`config.mk`:
```
export PLATFORM = sky130hd
export DESIGN_NAME = prio_encoder_rr
export DESIGN_NICKNAME = d
export VERILOG_FILES = /design/src/rtl/prio_encoder_rr_pkg.sv /design/src/rtl/prio_encoder_rr_pick.sv /design/src/rtl/prio_encoder_rr.sv
export SDC_FILE = /design/constraint.sdc
export NUM_CORES = 1
export LEC_CHECK = 0
export ABC_AREA = 1
export CORE_AREA = 2 2 39 41
export DETAILED_ROUTE_END_ITERATION = 6
export DIE_AREA = 0 0 41 43
export DONT_BUFFER_PORTS = 1
export PLACE_DENSITY = 0.71
export SYNTH_ARGS = -nofsm -noshare
export SYNTH_HDL_FRONTEND = slang
export SYNTH_SLANG_ARGS = --single-unit
```
`constraint.sdc`:
```
create_clock -name clk -period 2.45 [get_ports clk]
set_clock_uncertainty 0.05 [all_clocks]
set_input_delay 0.1225 -clock clk [delete_from_list [all_inputs] [get_ports clk]]
set_output_delay 0.1225 -clock clk [all_outputs]
set_load 0.005 [all_outputs]
```
`src/rtl/prio_encoder_rr_pkg.sv`:
```
// prio_pkg: shared constants and helpers for the registered priority encoder.
//   MODE_FIXED / MODE_RR : values of the MODE parameter of prio_encoder_rr
//   next_idx(idx, n)     : index after idx in a ring of n entries (n-1 wraps to 0)
package prio_pkg;

    localparam int MODE_FIXED = 0;
    localparam int MODE_RR    = 1;

    // Ring successor; works for any n >= 1, not only powers of two.
    function automatic int unsigned next_idx(input int unsigned idx, input int unsigned n);
        if (idx + 32'd1 >= n) begin
            return 32'd0;
        end else begin
            return idx + 32'd1;
        end
    endfunction

endpackage

```
`src/rtl/prio_encoder_rr_pick.sv`:
```
// prio_pick: combinational lowest-set-index search starting at a base index.
//   req  [N-1:0] : request vector
//   base [W-1:0] : first index eligible in the masked search
//   idx  [W-1:0] : lowest set index >= base, else lowest set index overall
//   any          : at least one request is set
module prio_pick #(
    parameter int N = 8,
    parameter int W = $clog2(N)
) (
    input  logic [N-1:0] req,
    input  logic [W-1:0] base,
    output logic [W-1:0] idx,
    output logic         any
);

    logic [N-1:0] mask_s;
    logic [N-1:0] req_m_s;
    logic [W-1:0] idx_u_s;
    logic [W-1:0] idx_m_s;
    logic         hit_m_s;

    // Thermometer mask keeping only indices at or above base.
    always_comb begin
        mask_s = '0;
        for (int i = 0; i < N; i++) begin
            mask_s[i] = (W'(i) >= base);
        end
    end

    assign req_m_s = req & mask_s;

    // Two lowest-set searches: scanning downward lets the lowest hit win.
    always_comb begin
        idx_u_s = '0;
        idx_m_s = '0;
        for (int i = N - 1; i >= 0; i--) begin
            idx_u_s = req[i]     ? W'(i) : idx_u_s;
            idx_m_s = req_m_s[i] ? W'(i) : idx_m_s;
        end
    end

    assign hit_m_s = |req_m_s;
    assign any     = |req;
    // Masked search wins; otherwise wrap around to the lowest request overall.
    assign idx     = hit_m_s ? idx_m_s : idx_u_s;

endmodule

```
`src/rtl/prio_encoder_rr.sv`:
```
// prio_encoder_rr: registered priority encoder with valid/ready output and
// fixed-priority (MODE=0) or round-robin (MODE=1) arbitration.
//   clk, rst_n      : clock (rising edge), asynchronous active-low reset
//   din [N-1:0]     : level request vector
//   out_ready       : consumer takes the held result this cycle
//   out_valid       : code/grant hold a result
//   code [W-1:0]    : winning index
//   grant [N-1:0]   : one-hot of code, zero when not valid
//   pending         : combinational OR of din
module prio_encoder_rr
    import prio_pkg::*;
#(
    parameter int N    = 8,
    parameter int W    = $clog2(N),
    parameter int MODE = 0
) (
    input  logic         clk,
    input  logic         rst_n,
    input  logic [N-1:0] din,
    input  logic         out_ready,
    output logic         out_valid,
    output logic [W-1:0] code,
    output logic [N-1:0] grant,
    output logic         pending
);

    localparam logic [N-1:0] GRANT_ONE = {{(N - 1){1'b0}}, 1'b1};

    logic         out_valid_r;
    logic [W-1:0] code_r;
    logic [N-1:0] grant_r;
    logic [W-1:0] ptr_r;

    logic         load_s;
    logic         accept_s;
    logic [W-1:0] next_ptr_s;
    logic [W-1:0] base_s;
    logic [W-1:0] idx_s;
    logic         any_s;

    assign load_s     = !out_valid_r || out_ready;
    assign accept_s   = out_valid_r && out_ready;
    assign next_ptr_s = W'(next_idx(32'(code_r), 32'(N)));

    // Search base: on an accept edge the reload already sees the advanced pointer.
    always_comb begin
        base_s = '0;
        if (MODE == MODE_RR) begin
            base_s = accept_s ? next_ptr_s : ptr_r;
        end else begin
            base_s = '0;
        end
    end

    prio_pick #(
        .N (N),
        .W (W)
    ) u_pick (
        .req  (din),
        .base (base_s),
        .idx  (idx_s),
        .any  (any_s)
    );

    // Output register and round-robin pointer.
    always_ff @(posedge clk or negedge rst_n) begin
        if (!rst_n) begin
            out_valid_r <= 1'b0;
            code_r      <= '0;
            grant_r     <= '0;
            ptr_r       <= '0;
        end else begin
            if (accept_s && (MODE == MODE_RR)) begin
                ptr_r <= next_ptr_s;
            end else begin
                ptr_r <= ptr_r;
            end
            if (load_s) begin
                if (any_s) begin
                    out_valid_r <= 1'b1;
                    code_r      <= idx_s;
                    grant_r     <= GRANT_ONE << idx_s;
                end else begin
                    // code keeps its last value; only valid and grant clear.
                    out_valid_r <= 1'b0;
                    grant_r     <= '0;
                end
            end else begin
                out_valid_r <= out_valid_r;
                code_r      <= code_r;
                grant_r     <= grant_r;
            end
        end
    end

    assign out_valid = out_valid_r;
    assign code      = code_r;
    assign grant     = grant_r;
    assign pending   = |din;

endmodule

```
==> flow_summary.yaml <==
sta:
  maxSlewHeadroom_pct: 64.6
  period_needed_ns: 1.34
  worst_slew_pin_slew_ns: 0.530
  fmaxAchievable_ghz: 0.745
  hold_viol: 0
  finalSetupViolCount: 0
  finalSetupTns_ns: 0
  slew_viol_final: 0
  rsz0062_at_grt: "no"
  min_period_over_period_pct: 54.8
synthesis:
  synth.area.mux_share_pct: 0
  syn_area_um2: 603
  syn_inst: 77
  synth.yosys.warnings: 0
  yosys-top-cells-area: "dfrtp_1, nand2_1, inv_1, nand3_1, nand4_1"
  synth-compound-area-share_pct: 4.77
  synth_seq_cells: 12
  yosysUniqueCellTypes: 16
  synth_xor_area_share_pct: 0
  syn_avg_cell_area_um2: 7.83
  synth_nets: 88
  synth_top_family_by_area: "simple AND/OR/NAND/NOR gates"
  synth-simple-area-share_pct: 36.9
  synth_fa_ha_area_share_pct: 0
  yosysSeqAreaShare_pct: 49.8
  synth_top_area_share_pct: 49.8
  yosysTopAreaCell: "dfrtp_1"
final_layout:
  fin_nets: 95
  final_cell_mix: "nand2_1, dfrtp_1, inv_1"
  utilization_pct: 49.3
  drive_gt1_share_pct: 16.9
  antenna_cells: 0
  layout_commonest_cell: "nand2_1"
  final_area_um2: 682
  n_fill_cell: 138
  area_growth_pct: 13.1
placement:
  dp_hpwl_um: 860
  gp_congestion: 0.779
  io_buffers: 0
  place_area_um2: 626
floorplanning:
  io_pins: 24
  start_util_pct: 43.6
  num_rows: 14
  die_h_um: 43
  core-area_um2: 1380
  die_area_um2: 1760
  die_x_um: 41
route:
  drt_wl_total_um: 1110
  via_per_inst: 5.14
  vias: 509
  avgRoutedWirePerCell_um: 11.2
  drt_pass1_iterations: 4
  drt_iter0_drc: 11
  drc_errors: 0
  postRouteAntennaNets: 0
power_and_ir_drop:
  p_leak_nw: 0.381
  power_density_nw_per_um2: 603
  ir_worst_vdd_v: 0.000174
  power_mw: 0.411
clock_network:
  clk_pin_slew_ns: 0.07
  cts_made_buffers: 3
  clock-sinks: 12
  cts_tree: "built"
  clock_latency_ns: 0.27
  root_buffer: "clkbuf_4"
  h-tree-depth: 1
  cts_buffer_depth: 2
global_route:
  grt.total_usage_pct: 16.6
  grt_max_degree: 13
  antenna_found_initial: 0
  grt_remaining_overflow: 0
  grt_pass1_wl_um: 1950
  grt_pass1_vias: 468
critical_path:
  path_delay_family: "simple AND/OR/NAND/NOR gates"
  crit_chain: "inv_1, nor2_1, buf_4, inv_1, nand3_1, nor2_2, nand4_1, nand2_1"
  path_buf_inv: 3
  crit_arrival_ns: 1.50
  cp-start-kind: "register"
  cp-end-kind: "register"
  cp_slowest_stage_delay_ns: 0.40
  crit_required_ns: 2.61
  crit_type: "reg2reg"
  cp_slowest_cell: "dfrtp_1"
  path_common_cell: "inv_1"
  cp_max_fo: 12
flow_run:
  cap_violations: 0
outcome:
  outcome: "finished, final reports clean"
min_path:
  min_path_type: "in2reg"
-- repair_timing --
action                    CTS  global route
setup buffers               0             0
resized for setup           0             0
hold buffers                2             0
hold endpoints to repair   13             0
-- worst paths after layout --
kind	startpoint	end	slack (ns)	cells past startpoint
max in group asynchronous	rst_n	grant[1]	1.78	1
worst max register to register	out_valid	grant[7]	1.11	8
min in group asynchronous	rst_n	code[2]	0.22	1
worst min-delay path	din[0]	grant[5]	0.01	3
worst max-delay path	out_valid	grant[7]	1.11	8
worst min register to register	grant[1]	grant[1]	0.47	2
-- cell families after synthesis --
kind of cell / count (synthesis)
AOI/OAI and AO/OA: 5
DFF: 12
buffers and inverters: 13
and+or+nand+nor: 47
-- per-stage QoR --
| step | instances | hold slack (ns) | setup WS, ns |
|---|---|---|---|
| finish | 99 | 0.0148 | 1.11 |
| floorplan | 77 | -0.223 | 1.34 |
| global route | 99 | 0.0308 | 0.958 |
| detailed placement | 93 | -0.223 | 1.12 |
| CTS | 99 | 0.0125 | 1.10 |
| global placement | 93 | -0.223 | 1.16 |
-- where the power goes --
group	internal (mW)	total, mW	switching (mW)	leakage [nW]
registers	0.207	0.214	0.00700	0.157
clock network	0.0903	0.154	0.0640	0.0210
logic	0.0149	0.0425	0.0276	0.203
-- final cells by class --
cell class | count | area (um2) | share of cell area [%]
inverter | 12 | 46.3 | 6.79
sequential | 12 | 300 | 44.0
clock buffer | 4 | 36.3 | 5.32
multi-input combinational | 52 | 251 | 36.9
tap | 16 | 20.0 | 2.94
timing repair buffer | 3 | 27.5 | 4.04
-- routing by layer --
| layer | global-route usage (%) | part of all wire, % | up-vias |
|---|---|---|---|
| met3 | 5.24 | 6.3 | 4 |
| met4 | 12.0 | 2.4 | 0 |
| met1 | 19.9 | 39 | 230 |
| li1 | - | - | 254 |
| met2 | 23.8 | 52 | 21 |
| met5 | 0 | 0 | - |
-- state kept, by name, summed over array words and instances (netlist names) --
name / flops
out_valid: 1
grant: 8
code: 3
-- cells in the mapped netlist --
cell type	number
nand2_1	29
dfrtp_1	12
inv_1	11
nand3_1	5
nand4_1	4
nor2_2	4
nor2_1	2
o21ai_1	2
a21oi_1	1
buf_2	1
clkinv_2	1
nand2_2	1
nor3_4	1
o21ai_0	1
o21ai_2	1
or2_4	1
-- worst reg2reg max path, delay by kind of cell, from the launching register on --
family / cells / cell delay (ns)
buffers and inverters: 3 / 0.30
DFF: 1 / 0.40
and+or+nand+nor: 5 / 0.53
(Power assumes the default switching activity.)
